[src/rtl/mc_pingpong_pkg.sv]
// Shared types and elaboration helpers for the multi-channel ping-pong frame buffer.
package mc_pingpong_pkg;

    typedef enum logic {
        FILL = 1'b0,
        HOLD = 1'b1
    } state_t;

    function automatic int unsigned frame_len(input int unsigned num_ch, input int unsigned block_size);
        return num_ch * block_size;
    endfunction

    function automatic int unsigned ch_width(input int unsigned num_ch);
        return (num_ch > 1) ? $clog2(num_ch) : 1;
    endfunction

endpackage

[src/rtl/pingpong_bank_ram.sv]
// Two-bank sample store: one synchronous write port, one registered read port.
module pingpong_bank_ram #(
    parameter int unsigned DATA_WIDTH = 16,
    parameter int unsigned ADDR_W     = 3
) (
    input  logic                  clk,
    input  logic                  wr_en,
    input  logic                  wr_bank,
    input  logic [ADDR_W-1:0]     wr_addr,
    input  logic [DATA_WIDTH-1:0] wr_data,
    input  logic                  rd_en,
    input  logic                  rd_bank,
    input  logic [ADDR_W-1:0]     rd_addr,
    output logic [DATA_WIDTH-1:0] rd_data
);

    localparam int unsigned DEPTH = 1 << ADDR_W;

    logic [DATA_WIDTH-1:0] mem [2][DEPTH];

    always_ff @(posedge clk) begin
        if (wr_en) begin
            mem[wr_bank][wr_addr] <= wr_data;
        end
        if (rd_en) begin
            rd_data <= mem[rd_bank][rd_addr];
        end
    end

endmodule

[src/rtl/mc_pingpong_frame_buffer.sv]
// De-interleaves a multi-channel sample stream into ping-pong frames and hands
// complete frames to a consumer through a ready/ack handshake.
module mc_pingpong_frame_buffer
    import mc_pingpong_pkg::*;
#(
    parameter  int unsigned DATA_WIDTH = 16,
    parameter  int unsigned BLOCK_SIZE = 16,
    parameter  int unsigned NUM_CH     = 2,
    parameter  int unsigned CNT_WIDTH  = 16,
    localparam int unsigned CH_W       = ch_width(NUM_CH),
    localparam int unsigned IDX_W      = $clog2(BLOCK_SIZE)
) (
    input  logic                  clk,
    input  logic                  reset,
    input  logic                  valid_in,
    input  logic [DATA_WIDTH-1:0] sample_in,
    output logic                  in_ready,
    input  logic                  flush,
    output logic                  frame_ready,
    output logic                  ready_bank,
    input  logic                  frame_ack,
    input  logic                  rd_en,
    input  logic [CH_W-1:0]       rd_ch,
    input  logic [IDX_W-1:0]      rd_idx,
    output logic [DATA_WIDTH-1:0] rd_data,
    output logic                  rd_valid,
    output logic                  overflow,
    output logic [CNT_WIDTH-1:0]  drop_count,
    output logic [CNT_WIDTH-1:0]  frame_count
);

    localparam int unsigned FRAME = frame_len(NUM_CH, BLOCK_SIZE);
    localparam int unsigned PTR_W = $clog2(FRAME);

    state_t                 state, state_n;
    logic                   wr_bank, wr_bank_n;
    logic [PTR_W-1:0]       wr_ptr, wr_ptr_n;
    logic [CH_W-1:0]        wr_ch, wr_ch_n;
    logic [IDX_W-1:0]       wr_idx, wr_idx_n;
    logic                   frame_ready_n, ready_bank_n;
    logic [CNT_WIDTH-1:0]   frame_count_n;
    logic                   accept, wr_en, last, publish;
    logic                   rd_fire, rd_null;
    logic [(1<<CH_W)-1:0]   ch_present;
    logic [DATA_WIDTH-1:0]  ram_q;

    assign in_ready = (state == FILL) && !reset;
    assign accept   = valid_in && in_ready;
    assign wr_en    = accept && !flush;
    assign last     = (wr_ptr == PTR_W'(FRAME - 1));

    // wr_ch/wr_idx shadow wr_ptr as (ptr mod NUM_CH, ptr div NUM_CH) without a divider.
    always_comb begin
        state_n       = state;
        wr_bank_n     = wr_bank;
        wr_ptr_n      = wr_ptr;
        wr_ch_n       = wr_ch;
        wr_idx_n      = wr_idx;
        frame_ready_n = frame_ready;
        ready_bank_n  = ready_bank;
        frame_count_n = frame_count;
        publish       = 1'b0;
        case (state)
            FILL: begin
                if (flush) begin
                    wr_ptr_n = '0;
                    wr_ch_n  = '0;
                    wr_idx_n = '0;
                end else if (accept) begin
                    if (!last) begin
                        wr_ptr_n = wr_ptr + 1'b1;
                        if (wr_ch == CH_W'(NUM_CH - 1)) begin
                            wr_ch_n  = '0;
                            wr_idx_n = wr_idx + 1'b1;
                        end else begin
                            wr_ch_n = wr_ch + 1'b1;
                        end
                    end else if (!frame_ready || frame_ack) begin
                        publish = 1'b1;
                    end else begin
                        state_n = HOLD;
                    end
                end
            end
            HOLD: begin
                if (frame_ack) begin
                    publish = 1'b1;
                    state_n = FILL;
                end
            end
            default: state_n = FILL;
        endcase

        if (publish) begin
            frame_ready_n = 1'b1;
            ready_bank_n  = wr_bank;
            wr_bank_n     = ~wr_bank;
            wr_ptr_n      = '0;
            wr_ch_n       = '0;
            wr_idx_n      = '0;
            frame_count_n = frame_count + 1'b1;
        end else if (frame_ack && frame_ready) begin
            frame_ready_n = 1'b0;
        end
    end

    always_ff @(posedge clk) begin
        if (reset) begin
            state       <= FILL;
            wr_bank     <= 1'b0;
            wr_ptr      <= '0;
            wr_ch       <= '0;
            wr_idx      <= '0;
            frame_ready <= 1'b0;
            ready_bank  <= 1'b0;
            frame_count <= '0;
        end else begin
            state       <= state_n;
            wr_bank     <= wr_bank_n;
            wr_ptr      <= wr_ptr_n;
            wr_ch       <= wr_ch_n;
            wr_idx      <= wr_idx_n;
            frame_ready <= frame_ready_n;
            ready_bank  <= ready_bank_n;
            frame_count <= frame_count_n;
        end
    end

    always_ff @(posedge clk) begin
        if (reset) begin
            overflow   <= 1'b0;
            drop_count <= '0;
        end else if (valid_in && !in_ready) begin
            overflow <= 1'b1;
            if (drop_count != '1) begin
                drop_count <= drop_count + 1'b1;
            end
        end
    end

    always_comb begin
        ch_present = '0;
        for (int unsigned i = 0; i < (1 << CH_W); i++) begin
            ch_present[i] = (i < NUM_CH);
        end
    end

    assign rd_fire = rd_en && frame_ready;

    // rd_null masks the RAM register so rd_data reads zero after reset and for absent channels.
    always_ff @(posedge clk) begin
        if (reset) begin
            rd_valid <= 1'b0;
            rd_null  <= 1'b1;
        end else begin
            rd_valid <= rd_fire;
            if (rd_fire) begin
                rd_null <= !ch_present[rd_ch];
            end
        end
    end

    assign rd_data = rd_null ? '0 : ram_q;

    pingpong_bank_ram #(
        .DATA_WIDTH (DATA_WIDTH),
        .ADDR_W     (CH_W + IDX_W)
    ) u_ram (
        .clk     (clk),
        .wr_en   (wr_en),
        .wr_bank (wr_bank),
        .wr_addr ({wr_ch, wr_idx}),
        .wr_data (sample_in),
        .rd_en   (rd_fire && ch_present[rd_ch]),
        .rd_bank (ready_bank),
        .rd_addr ({rd_ch, rd_idx}),
        .rd_data (ram_q)
    );

endmodule

[config.mk]
export PLATFORM = sky130hd
export DESIGN_NAME = mc_pingpong_frame_buffer
export DESIGN_NICKNAME = d
export VERILOG_FILES = /design/src/rtl/mc_pingpong_pkg.sv /design/src/rtl/pingpong_bank_ram.sv /design/src/rtl/mc_pingpong_frame_buffer.sv
export SDC_FILE = /design/constraint.sdc
export NUM_CORES = 1
export LEC_CHECK = 0
export BUFFER_PORTS_ARGS = -buffer_cell sky130_fd_sc_hd__clkbuf_2
export CORE_MARGIN = 10
export CORE_UTILIZATION = 55
export CTS_BUF_LIST = sky130_fd_sc_hd__clkbuf_16
export DETAILED_ROUTE_END_ITERATION = 7
export PLACE_DENSITY_LB_ADDON = 0.15
export SYNTH_ARGS = -nofsm -noshare
export SYNTH_HDL_FRONTEND = slang
export SYNTH_SLANG_ARGS = --single-unit
[constraint.sdc]
create_clock -name clk -period 2.8 [get_ports clk]
set_input_delay 0.56 -clock clk [delete_from_list [all_inputs] [get_ports clk]]
set_output_delay 0.56 -clock clk [all_outputs]
set_load 0.03 [all_outputs]
==> flow_summary.json <==
{
  "wire_per_inst_um": 28.74,
  "fp.dieH_um": 297.8,
  "hold-path-endpoint": "state",
  "worstSetupPathType": "flop to output pin",
  "rows": 101,
  "fin_crit_sh": 0.9795,
  "core_area_mm2": 0.07620,
  "ys_seq_area_frac": 0.7593,
  "fp.dieArea_mm2": 0.08869,
  "setup_violations": 0,
  "dr_total_vias": 21337,
  "clock-sinks": 1090,
  "gp_congestion": 0.8240,
  "startpoint_type": "flop",
  "ys.flop_type": "edfxtp_1",
  "die_width_um": 297.8,
  "via_per_inst": 6.266,
  "portBuffers": 79,
  "yosysMostFrequentCell": "edfxtp_1",
  "cp_slowest_stage_delay_ns": 0.65,
  "synth_nets": 2056,
  "grt_pass1_wl_um": 146000,
  "cp.required_ns": 2.24,
  "hold_viol": 0,
  "avgSynthCellArea_um2": 21.00,
  "finalMaxSlewViolations": 0,
  "synthTopCellsByArea": "edfxtp_1 (74%), mux4_2 (13%), dfxtp_1 (2.4%)",
  "cap_viol_max_count": 0,
  "grt_use_total": 0.2206,
  "slowest_stage": "nor2b_1",
  "grt_pass1_vias": 21704,
  "worstPathMaxFanout": 8,
  "tightest_slew_ns": 1.169,
  "stdcell_area_mm2": 0.04841,
  "rrSetupSlack_ns": 0.20,
  "fin_crit_ns": 2.743,
  "rsz0062_at_grt": "no",
  "synth_top_area_frac": 0.7357,
  "h-tree-depth": 3,
  "ir_worst_vdd_v": 0.0004784,
  "cts_root_buf": "clkbuf_16",
  "synth_top_cell_by_area": "edfxtp_1",
  "synthTopCellsByCount": "edfxtp_1 (1040), mux4_2 (239), nor2_1 (120), a22oi_1 (50), dfxtp_1 (50)",
  "critPathArrivalTime_ns": 2.18,
  "start_util": 0.5570,
  "drcViolationCount": 0,
  "synthArstFlopShare": 0,
  "clk_pin_slew_worst_paths_ns": 0.06,
  "synth_area_mm2": 0.04245,
  "hold_depth": 2,
  "hp-class": "input port to flop",
  "post_dp_cell_area_mm2": 0.04509,
  "cts_max_path_buffers": 3,
  "cts_made_buffers": 107,
  "syn_to_final_growth_pct": 14.05,
  "synthDistinctLibCells": 68,
  "drive_gt1_frac": 0.2906,
  "crit_path_cell_trace": "nor2b_1, clkbuf_2",
  "power.leakage_nw": 15.56,
  "grt_antenna_before_repair": 0,
  "grt_max_degree": 65,
  "synthCells": 2021,
  "synth-edff-count": 1040,
  "yosysWarnings": 0,
  "grt.overflow.total": 0,
  "ios": 80,
  "clk-insertion-delay-late_ns": 0.67,
  "relSlewSlack": 0.2203,
  "ys_ff_latch": 1090,
  "dp_hpwl_um": 60090,
  "p_per_area_mw_per_mm2": 673.3,
  "drtAntennaViolNets": 0,
  "final_nets": 2322,
  "wirelength_um": 97850,
  "utilization": 0.6353,
  "r2r_end": "u_ram.rd_data[9]",
  "drt_iter0_drc": 2446,
  "dr.pass1.iters": 5,
  "max_freq_ghz": 0.3646,
  "outcome": "completed",
  "worstSetupEndpointType": "output pin",
  "clock_skew_ns": 0.02204,
  "reg2reg_depth": 8,
  "tns_ns": 0,
  "cts_tree": "built",
  "hold_path_startpoint": "frame_ack"
}
report_power, final:
group          total, W  switching [W]  internal (W)
registers        0.0179      0.0000130        0.0179
clock network    0.0135        0.00594       0.00758
logic           0.00119       0.000769      0.000423
total            0.0326        0.00672        0.0259
metrics by stage:
step                instances  worst slack (ns)  total power (W)  hold WS (ns)
floorplan                2021            0.2595          0.01878        0.4362
detailed placement       3208           0.03079          0.01941        0.4504
CTS                      3404           0.07055          0.03282       0.06427
finish                   3405           0.05738          0.03259       0.09865
global placement         3208           0.07840          0.01937        0.4446
global route             3404           0.07722          0.03358       0.09147
repair_timing:
| item | 4_1_cts | 5_1_grt |
|---|---|---|
| buffers inserted | 0 | 0 |
| endpoints found under the setup margin | 0 | 1 |
| resized for setup | 0 | 1 |
| hold buffers | 0 | 0 |
| hold endpoints to repair | 0 | 0 |
sequential cells by signal (all words and copies together) (netlist names), 4 cells and up, named ones only:
register / cells
drop_count: 16
frame_count: 16
u_ram.mem: 1024
u_ram.rd_data: 16
wr_idx: 4
wr_ptr: 5
how the worst max path moves through the flow:
stage | startpoint | to | slack, ns | cells after the start
floorplan | flush | u_ram.mem[0][256] | 0.26 | 4
global placement | rd_idx[0] | u_ram.rd_data[7] | 0.08 | 7
detailed placement | rd_idx[0] | u_ram.rd_data[7] | 0.03 | 7
CTS | flop | u_ram.rd_data[14] | 0.07 | 7
global route | rd_null | rd_data[9] | 0.08 | 2
finish | rd_null | rd_data[9] | 0.06 | 2
kinds of logic after synthesis:
logic type | share of synthesized area
AOI/OAI and AO/OA | 0.03057
buffers and inverters | 0.01789
xor gates and xnor gates | 0.005571
adders and majority gates | 0.002358
DFF | 0.7593
muxes | 0.1495
and+or+nand+nor | 0.03478
cell usage in the layout (no fill, tap or decap), types with 14 or more instances in the layout:
cell       synthesis  layout
clkbuf_2           0      77
nor3_1            14      14
mux2_2            20      20
nor2b_1           29      27
buf_12             2      21
mux4_1            14      14
a22oi_1           50      50
clkinv_2           0      20
a21oi_1           30      30
nand2_1           43      43
buf_4             13     163
nor2_1           120     120
mux4_2           239     239
clkinv_1           0      27
inv_1             14      40
nand3_1           14      14
mux2i_1           36      36
o22ai_1           16      16
clkbuf_16          0     107
edfxtp_1        1040    1040
dfxtp_1           50      49
xnor2_1           23      23
critical path, delay by kind of cell (launching register included):
family	cells	cell delay (ns)
buf+inv	1	0.33
flops	1	0.53
simple gates	1	0.65
final cells by class:
| class | count | area (um2) |
|---|---|---|
| antenna | 1 | 2.502 |
| clock buffer | 107 | 2678 |
| clock inverter | 89 | 639.4 |
| fill | 5154 | 27790 |
| inverter | 14 | 52.55 |
| multi-input combinational | 811 | 9463 |
| sequential | 1090 | 32230 |
| tap | 1030 | 1289 |
| timing repair buffer | 263 | 2054 |
routing by layer:
metal / vias to the layer above / track usage / routed length (um)
li1: 8959 / - / -
met1: 11265 / 0.3153 / 39840
met2: 960 / 0.3373 / 45970
met3: 153 / 0.04482 / 8694
met4: 0 / 0.07843 / 3352
met5: - / 0 / 0
(Power assumes the default switching activity.)
